$ cat src/rtl/johnson_pkg.sv
// Shared types and helpers for the Johnson-code receive path.
package johnson_pkg;

    // Widest Johnson code the helper functions can handle.
    localparam int MAX_W = 64;

    typedef enum logic {
        ACQ    = 1'b0,
        LOCKED = 1'b1
    } jc_state_t;

    // Index width for a WIDTH-bit code with 2*WIDTH states.
    function automatic int jc_idx_w(input int w);
        return $clog2(2 * w);
    endfunction

    // Popcount-based decode: idx = k when the MSB is set or the code is all
    // zero, otherwise 2W-k. Legality is checked separately against jc_encode.
    function automatic int jc_decode(input logic [MAX_W-1:0] code, input int w);
        int  k;
        logic top;
        k   = 0;
        top = 1'b0;
        for (int i = 0; i < MAX_W; i++) begin
            if (i < w) begin
                if (((code >> i) & MAX_W'(1)) != '0) begin
                    k++;
                    if (i == w - 1) top = 1'b1;
                end
            end
        end
        if (top || (k == 0)) return k;
        return 2 * w - k;
    endfunction

    // Canonical code for a state index of the right-shifting Johnson counter:
    // states 0..W fill ones from the MSB down, W+1..2W-1 drain them from the top.
    function automatic logic [MAX_W-1:0] jc_encode(input int idx, input int w);
        logic [MAX_W-1:0] code;
        code = '0;
        for (int i = 0; i < MAX_W; i++) begin
            if (i < w) begin
                if ((idx <= w) ? (i >= w - idx) : (i < 2 * w - idx))
                    code = code | (MAX_W'(1) << i);
            end
        end
        return code;
    endfunction

endpackage

$ cat src/rtl/johnson_code_decode.sv
// Combinational Johnson-code decoder: din -> {idx, legal}.
module johnson_code_decode
    import johnson_pkg::*;
#(
    parameter int WIDTH = 4,
    parameter int IDX_W = jc_idx_w(WIDTH)
) (
    input  logic [WIDTH-1:0] din,
    output logic [IDX_W-1:0] idx,
    output logic             legal
);

    localparam int N = 2 * WIDTH;

    logic [N-1:0] match;

    // One comparator per legal state; a code is legal only if it equals one.
    genvar gi;
    generate
        for (gi = 0; gi < N; gi++) begin : g_state
            localparam logic [WIDTH-1:0] ENC = WIDTH'(jc_encode(gi, WIDTH));
            assign match[gi] = (din == ENC);
        end
    endgenerate

    assign legal = |match;
    assign idx   = IDX_W'(jc_decode(MAX_W'(din), WIDTH));

endmodule

$ cat src/rtl/johnson_seq_decoder.sv
// Johnson-coded bus receiver: decode, sequence tracking, lock and error count.
module johnson_seq_decoder
    import johnson_pkg::*;
#(
    parameter int WIDTH    = 4,
    parameter int LOCK_CNT = 3,
    parameter int ERR_W    = 8,
    localparam int IDX_W   = jc_idx_w(WIDTH),
    localparam int N       = 2 * WIDTH
) (
    input  logic             clk,
    input  logic             rst,
    input  logic [WIDTH-1:0] din,
    input  logic             din_valid,
    input  logic             err_clr,
    output logic [IDX_W-1:0] idx,
    output logic             idx_valid,
    output logic [N-1:0]     onehot,
    output logic             code_err,
    output logic             seq_err,
    output logic             locked,
    output logic [ERR_W-1:0] err_cnt
);

    localparam int RUN_W = (LOCK_CNT < 2) ? 1 : $clog2(LOCK_CNT + 1);

    logic [IDX_W-1:0] dec_idx;
    logic             dec_legal;

    jc_state_t        state_reg, state_next;
    logic [RUN_W-1:0] run_reg, run_next;
    logic             have_prev_reg, have_prev_next;
    logic [IDX_W-1:0] prev_reg, prev_next;
    logic [IDX_W-1:0] idx_reg, idx_next;
    logic             idx_valid_reg, idx_valid_next;
    logic [N-1:0]     onehot_reg, onehot_next;
    logic             code_err_reg, code_err_next;
    logic             seq_err_reg, seq_err_next;
    logic [ERR_W-1:0] err_cnt_reg, err_cnt_next;

    logic [IDX_W-1:0] expect_idx;
    logic             step_ok;

    johnson_code_decode #(
        .WIDTH (WIDTH),
        .IDX_W (IDX_W)
    ) u_decode (
        .din   (din),
        .idx   (dec_idx),
        .legal (dec_legal)
    );

    // Successor of the reference index, wrapping 2W-1 -> 0.
    assign expect_idx = (prev_reg == IDX_W'(N - 1)) ? '0 : prev_reg + 1'b1;
    assign step_ok    = have_prev_reg && (dec_idx == expect_idx);

    // One-hot of the decoded index, only for a valid legal sample.
    genvar gi;
    generate
        for (gi = 0; gi < N; gi++) begin : g_onehot
            assign onehot_next[gi] = din_valid && dec_legal && (dec_idx == IDX_W'(gi));
        end
    endgenerate

    // Next-state: acquisition/lock FSM, reference tracking and pulse outputs.
    always_comb begin
        state_next     = state_reg;
        run_next       = run_reg;
        have_prev_next = have_prev_reg;
        prev_next      = prev_reg;
        idx_next       = idx_reg;
        idx_valid_next = 1'b0;
        code_err_next  = 1'b0;
        seq_err_next   = 1'b0;
        if (din_valid) begin
            if (!dec_legal) begin
                code_err_next  = 1'b1;
                have_prev_next = 1'b0;
                run_next       = '0;
                state_next     = ACQ;
            end else begin
                prev_next      = dec_idx;
                have_prev_next = 1'b1;
                idx_next       = dec_idx;
                idx_valid_next = 1'b1;
                case (state_reg)
                    ACQ: begin
                        if (step_ok) begin
                            if (run_reg == RUN_W'(LOCK_CNT - 1)) begin
                                state_next = LOCKED;
                                run_next   = '0;
                            end else begin
                                run_next = run_reg + 1'b1;
                            end
                        end else begin
                            run_next = '0;
                        end
                    end
                    LOCKED: begin
                        if (!step_ok) begin
                            seq_err_next = 1'b1;
                            state_next   = ACQ;
                            run_next     = '0;
                        end
                    end
                    default: state_next = ACQ;
                endcase
            end
        end
    end

    // Saturating error counter; a clear overrides a same-cycle error.
    always_comb begin
        err_cnt_next = err_cnt_reg;
        if (err_clr)
            err_cnt_next = '0;
        else if ((code_err_next || seq_err_next) && (err_cnt_reg != '1))
            err_cnt_next = err_cnt_reg + 1'b1;
    end

    // State and output registers.
    always_ff @(posedge clk or posedge rst) begin
        if (rst) begin
            state_reg     <= ACQ;
            run_reg       <= '0;
            have_prev_reg <= 1'b0;
            prev_reg      <= '0;
            idx_reg       <= '0;
            idx_valid_reg <= 1'b0;
            onehot_reg    <= '0;
            code_err_reg  <= 1'b0;
            seq_err_reg   <= 1'b0;
            err_cnt_reg   <= '0;
        end else begin
            state_reg     <= state_next;
            run_reg       <= run_next;
            have_prev_reg <= have_prev_next;
            prev_reg      <= prev_next;
            idx_reg       <= idx_next;
            idx_valid_reg <= idx_valid_next;
            onehot_reg    <= onehot_next;
            code_err_reg  <= code_err_next;
            seq_err_reg   <= seq_err_next;
            err_cnt_reg   <= err_cnt_next;
        end
    end

    assign idx       = idx_reg;
    assign idx_valid = idx_valid_reg;
    assign onehot    = onehot_reg;
    assign code_err  = code_err_reg;
    assign seq_err   = seq_err_reg;
    assign locked    = (state_reg == LOCKED);
    assign err_cnt   = err_cnt_reg;

endmodule

$ cat config.mk
export PLATFORM = sky130hd
export DESIGN_NAME = johnson_seq_decoder
export DESIGN_NICKNAME = d
export VERILOG_FILES = /design/src/rtl/johnson_pkg.sv /design/src/rtl/johnson_code_decode.sv /design/src/rtl/johnson_seq_decoder.sv
export SDC_FILE = /design/constraint.sdc
export NUM_CORES = 1
export LEC_CHECK = 0
export CAP_MARGIN = 40
export CORE_AREA = 5 5 63 65
export CTS_CLUSTER_SIZE = 14
export DETAILED_ROUTE_END_ITERATION = 10
export DIE_AREA = 0 0 68 70
export PLACE_DENSITY_LB_ADDON = 0.15
export SKIP_CTS_REPAIR_TIMING = 1
export SLEW_MARGIN = 20
export SYNTH_ARGS = -nofsm -noshare
export SYNTH_HDL_FRONTEND = slang
export SYNTH_SLANG_ARGS = --single-unit
$ cat constraint.sdc
create_clock -name clk -period 4.11 [get_ports clk]
set_input_delay 0.6165 -clock clk [delete_from_list [all_inputs] [get_ports clk]]
set_output_delay 0.6165 -clock clk [all_outputs]
set_load 0.05 [all_outputs]
==> results_dict.tcl <==
set metrics [dict create \
    avgSynthCellArea_um2 10.1 \
    vias_per_cell 5.32 \
    grt_max_degree 16 \
    synth_top_area_share_pct 43.2 \
    initial_utilization_pct 45.9 \
    grtUsageMet3_pct 1.44 \
    cts_buffer_depth 2 \
    chipWidth_um 68 \
    power_density_nw_per_um2 362 \
    critPathKind "in2reg" \
    power_mw 0.699 \
    fillers 285 \
    power.internal_mw 0.440 \
    clock-sinks 26 \
    fp-row-count 21 \
    avgRoutedWirePerCell_um 13.6 \
    required_ns 4.36 \
    gr-usage-met2_pct 24.7 \
    dp.cells 228 \
    hold_class "reg2reg" \
    switching_share_pct 37.0 \
    ant_nets 0 \
    core_area_um2 3280 \
    grt_pass1_wl_um 5280 \
    syn-cell-area_um2 1510 \
    ir_worst_vdd_v 0.000159 \
    tightestPinTransition_ns 0.639 \
    gr-usage-met1_pct 16.8 \
    wl_um 3160 \
    synthFlopType "dfrtp_1" \
    period_share_pct 92.7 \
    arrival_ns 4.07 \
    clock_skew_ns 0.00701 \
    ctsHtreeMaxLevel 1 \
    fin_util_pct 58.7 \
    layout-drive-gt1-share_pct 11.3 \
    gp_routability_congestion 0.996 \
    status "completed" \
    dieArea_um2 4760 \
    synth.top_cells.by_count "dfrtp_1 (26), nor2_1 (15), nand2_1 (13)" \
    areaGrowthSynthToFinish_pct 28.0 \
    seq_power_share_pct 41.1 \
    ios 31 \
    p_clk_share_pct 18.0 \
    drt_iter0_drc 64 \
    grt-ovfl-total 0 \
    grt_usage_pct 14.1 \
    p_leak_nw 0.891 \
    startpoint "din[1]" \
    cp_max_fo 5 \
    reg2reg_from "idx[0]$_DFFE_PP0P_" \
    end_kind "register" \
    clkLatencyLatePin_ns 0.31 \
    drc_errors 0 \
    ys_types 44 \
    grt_pass1_vias 1173 \
    clk_pin_slew_ns 0.14 \
    diodes 0 \
    antenna_found_initial 0 \
    power_switching_mw 0.258 \
    max-slew-margin-rel_pct 57.1 \
    clockRootBuffer "clkbuf_4" \
    synth_edf_count 0 \
    ys_seq_area_share_pct 43.2 \
    max_cap_viol_count 0 \
    synth_area_leaders "dfrtp_1 (43%), ha_1 (9.1%), nor2_1 (3.7%)" \
    synthesis.nets 169 \
    hpwl_um 2520 \
    syn_inst 150 \
    hold_viol 0 \
    nets 206 \
    synth-seq-cells 26 \
    cts_tree "built" \
    async_flop_share_pct 100 \
    fmax_mhz 262 \
    busiest_layer "met2" \
    combPwrFrac_pct 40.8 \
    setup_viol 0 \
    port_buffers 30 \
    critPathLaunchType "input port" \
    ys_warn_count 0 \
    fin_crit_ns 3.81 \
    firstDrtPassIters 4 \
    synth_top_area_cell "dfrtp_1" \
    cts_made_buffers 3 \
    stdcell_count 232 \
    dr_total_vias 1234 \
    fp.dieH_um 70 \
    synth.most_common_cell "dfrtp_1" \
    drv_slew 0 \
    rsz0062_at_grt "no" \
    hp-start "run_reg[0]$_DFFE_PP0P_" \
]
per-stage QoR:
step           instance area, um2  worst slack, ns  hold WS [ns]  setup TNS [ns]
3_3_place_gp                 1880            0.135         0.468               0
5_1_grt                      1930         0.000107         0.532               0
4_1_cts                      1930            0.208         0.528               0
2_1_floorplan                1510            0.742         0.455               0
3_5_place_dp                 1890           -0.130         0.508          -0.279
6_report                     1930            0.299         0.519               0
layer usage:
metal  routed length [um]  share of wire, %
met3                  107               3.4
met2                 1650                52
met5                    0                 0
met1                 1320                42
met4                   84               2.7
area by class of cell:
class                           count  area (um2)  share of cell area (%)
Tap cell                           46        57.6                    2.98
Multi-Input combinational cell    110         798                    41.4
Inverter                           11        41.3                    2.14
Clock buffer                        4        36.3                    1.88
Timing Repair Buffer               35         345                    17.9
Sequential cell                    26         651                    33.7
critical path, stage by stage:
cell	delay [ns]
clkdlybuf4s50_1	0.53
inv_1	0.10
ha_1	0.31
xor2_1	0.15
ha_1	0.33
nand2_1	0.10
a21boi_0	0.21
ha_2	0.25
a21boi_1	0.23
o211ai_1	0.14
o211ai_2	0.26
nand4_1	0.18
or4b_4	0.53
o21ai_2	0.13
power groups by stage:
stage	logic [mW]	registers [mW]	clock network [mW]
6_report	0.285	0.287	0.126
5_1_grt	0.308	0.290	0.142
4_1_cts	0.285	0.288	0.131
3_5_place_dp	0.283	0.293	0
3_3_place_gp	0.272	0.292	0
2_1_floorplan	0.148	0.345	0
layout by cell type, fill, tap and decap left out, types with 2 or more instances in the layout:
master / n
nand2b_1: 4
o21ai_1: 3
ha_1: 10
mux2i_1: 3
clkdlybuf4s50_1: 30
nor2b_1: 2
o21ai_2: 2
and3_1: 3
or3_1: 3
o211ai_1: 2
clkbuf_4: 3
inv_1: 11
nor2_1: 15
xor2_1: 3
nand3_1: 6
o21ai_0: 7
dfrtp_1: 26
buf_4: 4
a21oi_1: 8
nand2_1: 13
cell families (layout without fill, tap and decap cells):
kind of cell / count (synthesis) / in the layout / share of synthesized area (%)
AOI/OAI and AO/OA: 36 / 36 / 17.7
adders and majority gates: 11 / 11 / 9.13
xor gates and xnor gates: 7 / 7 / 6.56
and+or+nand+nor: 53 / 53 / 17.4
buffers and inverters: 14 / 50 / 4.07
muxes: 3 / 3 / 1.99
DFF: 26 / 26 / 43.2
worst paths after layout:
kind	endpoint	slack (ns)	cells after the start
setup reg to reg	err_cnt[4]$_DFFE_PP0P_	1.74	7
max in group asynchronous	onehot[6]$_DFF_PP0_	2.96	3
hold / removal	run_reg[0]$_DFFE_PP0P_	0.52	1
min in group asynchronous	err_cnt[0]$_DFFE_PP0P_	0.65	2
hold reg to reg	run_reg[0]$_DFFE_PP0P_	0.52	1
setup / recovery	run_reg[0]$_DFFE_PP0P_	0.30	14
No activity file was read; power rests on OpenSTA's default activity.
